`config.mk`:
```
export PLATFORM = sky130hd
export DESIGN_NAME = cm_merge_arb_flat
export DESIGN_NICKNAME = d
export VERILOG_FILES = /design/src/rtl/cm_merge_arb_if.sv /design/src/rtl/cm_merge_arb.sv /design/src/flat_wrapper.sv
export SDC_FILE = /design/constraint.sdc
export NUM_CORES = 1
export LEC_CHECK = 0
export ABC_CLOCK_PERIOD_IN_PS = 3700
export CORE_ASPECT_RATIO = 0.7
export CORE_UTILIZATION = 35
export DETAILED_ROUTE_END_ITERATION = 8
export GPL_TIMING_DRIVEN = 0
export PLACE_DENSITY = 0.72
export SYNTH_ARGS = -nofsm -noshare
export SYNTH_HDL_FRONTEND = slang
export SYNTH_SLANG_ARGS = --single-unit
```
`constraint.sdc`:
```
create_clock -name CLK -period 3.7 [get_ports CLK]
set_clock_uncertainty 0.1 [all_clocks]
set_input_delay 0.37 -clock CLK [delete_from_list [all_inputs] [get_ports CLK]]
set_output_delay 0.37 -clock CLK [all_outputs]
set_load 0.03 [all_outputs]
```
`src/rtl/cm_merge_arb_if.sv`:
```
// Send/Ack bundle for the two-into-one merge: upstream channels a/b, one downstream channel, status.
// Carries no logic, so it adds no latency.
// Backpressure is the 4-phase Send/Ack handshake on each channel.
interface cm_merge_arb_if #(
    parameter int WIDTH = 16,
    parameter int CNT_W = 8
);
    logic             CM_Send_in_a;
    logic [WIDTH-1:0] CM_Data_in_a;
    logic             CM_Ack_out_a;
    logic             CM_Send_in_b;
    logic [WIDTH-1:0] CM_Data_in_b;
    logic             CM_Ack_out_b;
    logic             CM_Send_out;
    logic [WIDTH-1:0] CM_Data_out;
    logic             CM_Ack_in;
    logic             CM_Grant;
    logic             CM_CP;
    logic [CNT_W-1:0] CM_Count;

    // The merge block drives acks, the downstream request and status.
    modport master (
        input  CM_Send_in_a, CM_Data_in_a, CM_Send_in_b, CM_Data_in_b, CM_Ack_in,
        output CM_Ack_out_a, CM_Ack_out_b, CM_Send_out, CM_Data_out,
               CM_Grant, CM_CP, CM_Count
    );

    // The environment drives upstream requests/payloads and the downstream ack.
    modport slave (
        output CM_Send_in_a, CM_Data_in_a, CM_Send_in_b, CM_Data_in_b, CM_Ack_in,
        input  CM_Ack_out_a, CM_Ack_out_b, CM_Send_out, CM_Data_out,
               CM_Grant, CM_CP, CM_Count
    );
endinterface

```
`src/rtl/cm_merge_arb.sv`:
```
// Round-robin merge of two 4-phase Send/Ack channels onto one registered downstream channel.
// Request sampled at edge k gives Send_out/Ack/CP after edge k; back-to-back packets every 3 cycles.
// One packet in flight; other requests stay pending until the downstream and upstream handshakes both return to zero.
module cm_merge_arb #(
    parameter int WIDTH = 16,
    parameter int CNT_W = 8
) (
    input  logic           CLK,
    input  logic           MR,
    cm_merge_arb_if.master bus
);

    typedef enum logic [1:0] {
        IDLE  = 2'd0,
        BUSY  = 2'd1,
        DRAIN = 2'd2
    } state_t;

    state_t           state_q, state_d;
    logic             ack_a_q, ack_a_d;
    logic             ack_b_q, ack_b_d;
    logic             send_out_q, send_out_d;
    logic [WIDTH-1:0] data_q, data_d;
    logic             grant_q, grant_d;
    logic             last_q, last_d;
    logic             cp_q, cp_d;
    logic [CNT_W-1:0] count_q, count_d;

    logic req_any;
    logic win_b;
    logic capture;
    logic drain_done;

    assign req_any    = bus.CM_Send_in_a | bus.CM_Send_in_b;
    // On a tie the channel that did not win last time gets the slot.
    assign win_b      = (bus.CM_Send_in_a & bus.CM_Send_in_b) ? ~last_q : bus.CM_Send_in_b;
    assign capture    = (state_q == IDLE) & req_any;
    // Both sides of the 4-phase exchange must be back at zero before the next packet.
    assign drain_done = (state_q == DRAIN) & ~bus.CM_Ack_in & ~ack_a_q & ~ack_b_q;

    // State register.
    always_ff @(posedge CLK) begin
        if (!MR) begin
            state_q <= IDLE;
        end else begin
            state_q <= state_d;
        end
    end

    // Next-state: capture, wait for downstream ack, wait for both handshakes to settle.
    always_comb begin
        state_d = state_q;
        case (state_q)
            IDLE:    if (req_any)        state_d = BUSY;
            BUSY:    if (bus.CM_Ack_in)  state_d = DRAIN;
            DRAIN:   if (drain_done)     state_d = IDLE;
            default:                     state_d = IDLE;
        endcase
    end

    // Output next-values; upstream release is independent of the FSM state.
    always_comb begin
        ack_a_d    = ack_a_q & bus.CM_Send_in_a;
        ack_b_d    = ack_b_q & bus.CM_Send_in_b;
        send_out_d = send_out_q;
        data_d     = data_q;
        grant_d    = grant_q;
        last_d     = last_q;
        cp_d       = 1'b0;
        count_d    = count_q;

        if (capture) begin
            send_out_d = 1'b1;
            cp_d       = 1'b1;
            grant_d    = win_b;
            last_d     = win_b;
            if (win_b) begin
                ack_b_d = 1'b1;
                data_d  = bus.CM_Data_in_b;
            end else begin
                ack_a_d = 1'b1;
                data_d  = bus.CM_Data_in_a;
            end
        end

        if ((state_q == BUSY) && bus.CM_Ack_in) begin
            send_out_d = 1'b0;
        end

        if (drain_done) begin
            count_d = count_q + CNT_W'(1);
        end
    end

    // Output registers; reset abandons any packet in flight and makes a win the first tie.
    always_ff @(posedge CLK) begin
        if (!MR) begin
            ack_a_q    <= 1'b0;
            ack_b_q    <= 1'b0;
            send_out_q <= 1'b0;
            data_q     <= '0;
            grant_q    <= 1'b0;
            last_q     <= 1'b1;
            cp_q       <= 1'b0;
            count_q    <= '0;
        end else begin
            ack_a_q    <= ack_a_d;
            ack_b_q    <= ack_b_d;
            send_out_q <= send_out_d;
            data_q     <= data_d;
            grant_q    <= grant_d;
            last_q     <= last_d;
            cp_q       <= cp_d;
            count_q    <= count_d;
        end
    end

    assign bus.CM_Ack_out_a = ack_a_q;
    assign bus.CM_Ack_out_b = ack_b_q;
    assign bus.CM_Send_out  = send_out_q;
    assign bus.CM_Data_out  = data_q;
    assign bus.CM_Grant     = grant_q;
    assign bus.CM_CP        = cp_q;
    assign bus.CM_Count     = count_q;

endmodule
```
`src/flat_wrapper.sv`:
```
// flat-port wrapper written by rule: the top's interface ports become plain ports
module cm_merge_arb_flat 
#(
    parameter int WIDTH = 16,
    parameter int CNT_W = 8
)
  (CLK, MR, bus_CM_Send_in_a, bus_CM_Data_in_a, bus_CM_Send_in_b, bus_CM_Data_in_b, bus_CM_Ack_in, bus_CM_Ack_out_a, bus_CM_Ack_out_b, bus_CM_Send_out, bus_CM_Data_out, bus_CM_Grant, bus_CM_CP, bus_CM_Count);
  cm_merge_arb_if #(.WIDTH(WIDTH), .CNT_W(CNT_W)) bus_i ();
  input  logic CLK;
  input  logic MR;
  input wire logic [$bits(bus_i.CM_Send_in_a)-1:0] bus_CM_Send_in_a;
  input wire logic [$bits(bus_i.CM_Data_in_a)-1:0] bus_CM_Data_in_a;
  input wire logic [$bits(bus_i.CM_Send_in_b)-1:0] bus_CM_Send_in_b;
  input wire logic [$bits(bus_i.CM_Data_in_b)-1:0] bus_CM_Data_in_b;
  input wire logic [$bits(bus_i.CM_Ack_in)-1:0] bus_CM_Ack_in;
  output wire logic [$bits(bus_i.CM_Ack_out_a)-1:0] bus_CM_Ack_out_a;
  output wire logic [$bits(bus_i.CM_Ack_out_b)-1:0] bus_CM_Ack_out_b;
  output wire logic [$bits(bus_i.CM_Send_out)-1:0] bus_CM_Send_out;
  output wire logic [$bits(bus_i.CM_Data_out)-1:0] bus_CM_Data_out;
  output wire logic [$bits(bus_i.CM_Grant)-1:0] bus_CM_Grant;
  output wire logic [$bits(bus_i.CM_CP)-1:0] bus_CM_CP;
  output wire logic [$bits(bus_i.CM_Count)-1:0] bus_CM_Count;
  assign bus_i.CM_Send_in_a = bus_CM_Send_in_a;
  assign bus_i.CM_Data_in_a = bus_CM_Data_in_a;
  assign bus_i.CM_Send_in_b = bus_CM_Send_in_b;
  assign bus_i.CM_Data_in_b = bus_CM_Data_in_b;
  assign bus_i.CM_Ack_in = bus_CM_Ack_in;
  assign bus_CM_Ack_out_a = bus_i.CM_Ack_out_a;
  assign bus_CM_Ack_out_b = bus_i.CM_Ack_out_b;
  assign bus_CM_Send_out = bus_i.CM_Send_out;
  assign bus_CM_Data_out = bus_i.CM_Data_out;
  assign bus_CM_Grant = bus_i.CM_Grant;
  assign bus_CM_CP = bus_i.CM_CP;
  assign bus_CM_Count = bus_i.CM_Count;
  cm_merge_arb #(.WIDTH(WIDTH), .CNT_W(CNT_W)) u_core (.CLK(CLK), .MR(MR), .bus(bus_i));
endmodule
```
After elaboration in Yosys (flattened, before gate mapping). Cells that the tools add are included.

Add/sub/neg operators: 1. Multiply operators: 0. Divide/modulo/power cells: 0. $lt $le $gt $ge: 0. Eq/ne operators: 5. Shift operators: 0. Multiplexer cells: 11. Bitwise gates (word level): 13. Reduce and logical (&&, ||, !) cells: 4.

Operator list (count): 2-to-1 mux 16 bit (1); adder 8 x 1 -> 8 bit, second input constant (1); bitwise AND 1 bit (7); 2-to-1 mux 1 bit (6); 2-to-1 mux 2 bit (3); one-hot mux 2 bit (3 select lines) (1); NOT 1 bit (5); inequality test 2 x 1 -> 1 bit, second input constant (2); AND reduction 3 bit (1); equality test 2 x 1 -> 1 bit, second input constant (1); equality test 2 bit, second input constant (1); zero test 2 bit (1); inequality test 2 bit, second input constant (1); OR reduction 2 bit (1); logical AND 1 bit (1); OR 1 bit (1).

Bits in registers: 32. Bits in latches: 0. Memory bits (writable): 0. ROM bits: 0. Input port bits: 37. Output and inout port bits: 29. Word-level logic and storage cells: 43. Memories kept: 0.

Logic depth before layout (Yosys ltp). Gate-level depths: netlist (run 1).

Word-level depth: 6. Mapped depth: 5. Depth with buffers taken out: 4.

Least setup slack after synthesis (run 1). No wires, ideal clock.

Path type: flip-flop to flip-flop. Start: reg u_core.count_q[4], in the netlist u_core.bus.CM_Count[4]. End: reg u_core.count_q[7], in the netlist u_core.bus.CM_Count[7]. Setup time: 0.070 ns. Arrival: 1.626 ns. Required time: 3.530 ns. Slack: 1.903 ns. Cell stages (with the launch flop): 4. Path buffers: 0. Clock period less this slack: 1.797 ns. Cell sequence: dfxtp_1 -> or4b_4 -> or4_1 -> a21oi_1.

Cells in the longest elaborated chain, start to end: 1.

RTL lines: start: declaration (RTL line cm_merge_arb.sv:27) `logic [CNT_W-1:0] count_q, count_d;`; start signal: assignment (RTL line cm_merge_arb.sv:114) `count_q <= count_d;`; adder 8 x 1 -> 8 bit (RTL line cm_merge_arb.sv:91) `count_d = count_q + CNT_W'(1);`.

Every way passes these cells. A chain may end at the register's enable or synchronous reset.

Worst setup path in the final report (run 1).
Start: in bus_CM_Send_in_b. End: reg u_core.data_q[15], in the netlist u_core.bus.CM_Data_out[15].

Cells in the longest elaborated chain, start to end: 3. Elaborated cells between the ends (all ways): 5. Classes of those cells: mux: 2; bitwise: 3.

RTL lines: start: declaration (RTL line flat_wrapper.sv:13) `input wire logic [$bits(bus_i.CM_Send_in_b)-1:0] bus_CM_Send_in_b;`; bitwise AND 1 bit (RTL line cm_merge_arb.sv:36) `assign win_b = (bus.CM_Send_in_a & bus.CM_Send_in_b) ? ~last_q : bus.CM_Send_in_b;`; 2-to-1 mux 1 bit (RTL line cm_merge_arb.sv:36); 2-to-1 mux 16 bit (RTL line cm_merge_arb.sv:77) `if (win_b) begin`; end signal: assignment (RTL line cm_merge_arb.sv:110) `data_q <= data_d;`; end: declaration (RTL line cm_merge_arb.sv:23) `logic [WIDTH-1:0] data_q, data_d;`.

Several ways; a longest one is shown, not always the timed one.

==> qor.yml, run 1 <==
fin_crit_ps: 2120
min_path_cells: 2
status: "completed"
drc: 0
ff2ff_path_depth: 3
leakagePower_nw: 0.738
holdWs_ps: 388
critPathLaunch: "bus_CM_Send_in_b"
hold_start: "u_core.bus.CM_Count[4]"
pin_count: 66
yosysSeqAreaShare_pct: 45.0
cts_root_buffer: "clkbuf_8"
antenna_cells: 0
stdcell_area_mm2: 0.00222
syn_area_mm2: 0.00143
ant_nets: 0
dieArea_mm2: 0.00433
async_reset_ff_share_pct: 0
start_kind: "primary input"
fillCellCount: 352
cp_data_required_time_ps: 3780
regArea_um2: 641
wirelength_um: 4400
grt_pass1_wl_um: 7320
tightest_slew_ps: 683
cts_resized: 0
p_total_w: 0.000918
slew_headroom_pct: 54.4
multi_input_area_um2: 718
initial_core_util_pct: 38.6
cts.clk_slew.worst_paths_ps: 60
crit_slowest_cell: "a21boi_1"
io_buffers: 64
grt_pass1_vias: 1523
nets: 279
ys_warn_count: 0
hpwl_um: 3110
fin_util_pct: 60.2
wl_per_cell_um: 15.1
slew_viol_final: 0
syn-num-nets: 208
path_class: "primary input to flip-flop"
end_kind: "flip-flop"
dr.pass1.iters: 4
reg2reg_slack_ps: 1970
hold_buffers: 0
place_congestion: 0.758
min_delay_worst_endpoint: "u_core.bus.CM_Count[4]"
fin_tns_setup_ps: 0
ir_drop_mv: 0.196
synth.distinct_cells: 30
crit_path_max_incr_delay_ps: 600
timing.rr.start: "u_core.last_q"
drtIter0Drc: 106
antenna_found_initial: 0
cts_tree: "yes"
crit_arrival_ps: 2190
setup_violations: 0
synth_seq_cells: 32
grtUsageTotal_pct: 21.7
cts_made_buffers: 5
hp-class: "flip-flop to flip-flop"
clk_latency_ps: 290
die_w_um: 78.3
cts_setup_buffers: 0
grt_max_degree: 11
r2r-end: "u_core.bus.CM_Data_out[15]"
vias: 1595
cap_viol_max_count: 0
avgSynthCellArea_um2: 8.38
core_area_mm2: 0.00369
synthCells: 170
finalCritPeriodShare_pct: 57.2
ys.flop_type: "dfxtp_1"
fmax_mhz: 473
htree_levels: 2
synth_edf_count: 0
chipHeight_um: 55.4
placed_cell_area_mm2: 0.00213
cts.sinks: 32
cellPowerDensity_mw_per_mm2: 413
final_hold_viol_count: 0
rsz0062_at_grt: "false"
clock_path_buffers: 2
drive_gt1_share_pct: 4.56
grt_overflow: 0
cp_cell_sequence: "clkdlybuf4s50_1 -> a21boi_1 -> mux2_1 -> o311a_1"
viasPerCell: 5.48
num_rows: 18
worstPathMaxFanout: 8
synthToLayoutAreaGrowth_pct: 56.1
-- area by class of cell --
| cell class | instances | area share, % |
|---|---|---|
| multi-input cells | 121 | 32.3 |
| flip-flops and latches | 32 | 28.8 |
| repair buffers | 64 | 28.8 |
| clock buffers | 7 | 4.33 |
| well taps | 50 | 2.81 |
| plain buffers | 15 | 2.64 |
| inverters | 2 | 0.337 |
-- logic make-up after synthesis --
family                     Yosys count  synth area share [%]
AOI/OAI and AO/OA                   57                  23.6
buffers and inverters               17                  4.65
muxes                                1                 0.790
DFF                                 32                  45.0
adders and majority gates            1                 0.878
and+or+nand+nor                     62                  25.1
-- metrics by stage --
step                      instances  worst slack [ps]
final                           291              1580
after global routing            291              1510
after CTS                       291              1600
after detailed placement        284              1310
after global placement          284              1290
after floorplan                 170              1900
-- critical path, delay by kind of cell --
family,cells,cell delay [ps]
muxes,1,390
buffers and inverters,1,550
AOI/OAI and AO/OA,2,880
-- placed cells by master (no fill, tap or decap), types with 2 or more instances in the layout --
master           Yosys  layout
clkdlybuf4s50_1      0      64
dfxtp_1             32      32
o21ai_1             19      19
nand3_1             18      18
nand4_1             16      16
a31oi_1             15      15
clkbuf_1            13      13
a21oi_1             12      12
clkbuf_8             0       7
nand2_1              6       6
o31ai_1              6       6
or4_1                6       6
nor2_1               4       4
buf_2                2       2
nand2b_1             2       2
or3_1                2       2
nor3_1               2       2
-- registers in the layout (all words and copies together) (netlist names) --
name	flops
u_core.bus.CM_Data_out	16
u_core.bus.CM_Count	8
u_core.state_q	2
u_core.bus.CM_Ack_out_a	1
u_core.bus.CM_Ack_out_b	1
u_core.bus.CM_CP	1
u_core.bus.CM_Grant	1
u_core.bus.CM_Send_out	1
u_core.last_q	1
-- routing by layer --
layer | track usage [%] | share of wire [%]
met1 | 30.4 | 49
met2 | 30.5 | 39
met3 | 8.10 | 10
met4 | 6.61 | 1.0
met5 | 0 | 0
-- synthesized netlist by cell type (2+ instances only) --
cell type   n  area share (%)
buf_2       2            0.70
a21oi_1    12             4.2
or3_1       2            0.88
o21ai_1    19             6.7
o31ai_1     6             3.2
or4_1       6             3.2
nor2_1      4             1.1
nand3_1    18             6.3
nand2b_1    2            0.88
nand4_1    16             7.0
clkbuf_1   13             3.4
dfxtp_1    32              45
a31oi_1    15             6.6
nor3_1      2            0.70
nand2_1     6             1.6
-- worst max path at each step --
stage                                       to  slack [ps]  depth (start not counted)
floorplan               u_core.bus.CM_Count[7]        1900                          3
global placement    u_core.bus.CM_Data_out[15]        1290                          4
detailed placement  u_core.bus.CM_Data_out[15]        1310                          4
CTS                 u_core.bus.CM_Data_out[15]        1600                          4
global route        u_core.bus.CM_Data_out[15]        1510                          4
finish              u_core.bus.CM_Data_out[15]        1580                          4
-- power breakdown --
part	leakage [nW]	switching, W	internal [W]
Combinational	0.426	0.000132	0.000104
Sequential	0.263	0.0000172	0.000371
Clock	0.0503	0.000129	0.000166
Note: power is estimated with default switching activity, not from simulation.
==> inputs of run 2 (changes only) <==
--- a/config.mk
+++ b/config.mk
@@ -5,7 +5,7 @@
 export SDC_FILE = /design/constraint.sdc
 export NUM_CORES = 1
 export LEC_CHECK = 0
-export ABC_CLOCK_PERIOD_IN_PS = 3700
+export ABC_CLOCK_PERIOD_IN_PS = 2200
 export CORE_ASPECT_RATIO = 0.7
 export CORE_UTILIZATION = 35
 export DETAILED_ROUTE_END_ITERATION = 8
==> constraint.sdc (replaced) <==
create_clock -name CLK -period 2.2 [get_ports CLK]
set_clock_uncertainty 0.1 [all_clocks]
set_input_delay 0.22 -clock CLK [delete_from_list [all_inputs] [get_ports CLK]]
set_output_delay 0.22 -clock CLK [all_outputs]
set_load 0.03 [all_outputs]
==> results of run 2 <==
Same layout as run 1 (identical final DEF). Status: completed.
Among the figures that moved: setup slack after placement 1310 ps -> -38.0 ps; clock-pin slew on the worst setup and hold paths 60 ps -> 70 ps; setup slack after layout 1580 ps -> 234 ps; hold slack 388 ps -> 259 ps; register-to-register setup slack 1970 ps -> 470 ps; end point of the worst hold path u_core.bus.CM_Count[4] -> u_core.bus.CM_Data_out[13]; total power 0.000918 W -> 0.00154 W; worst IR drop on VDD 0.196 mV -> 0.330 mV
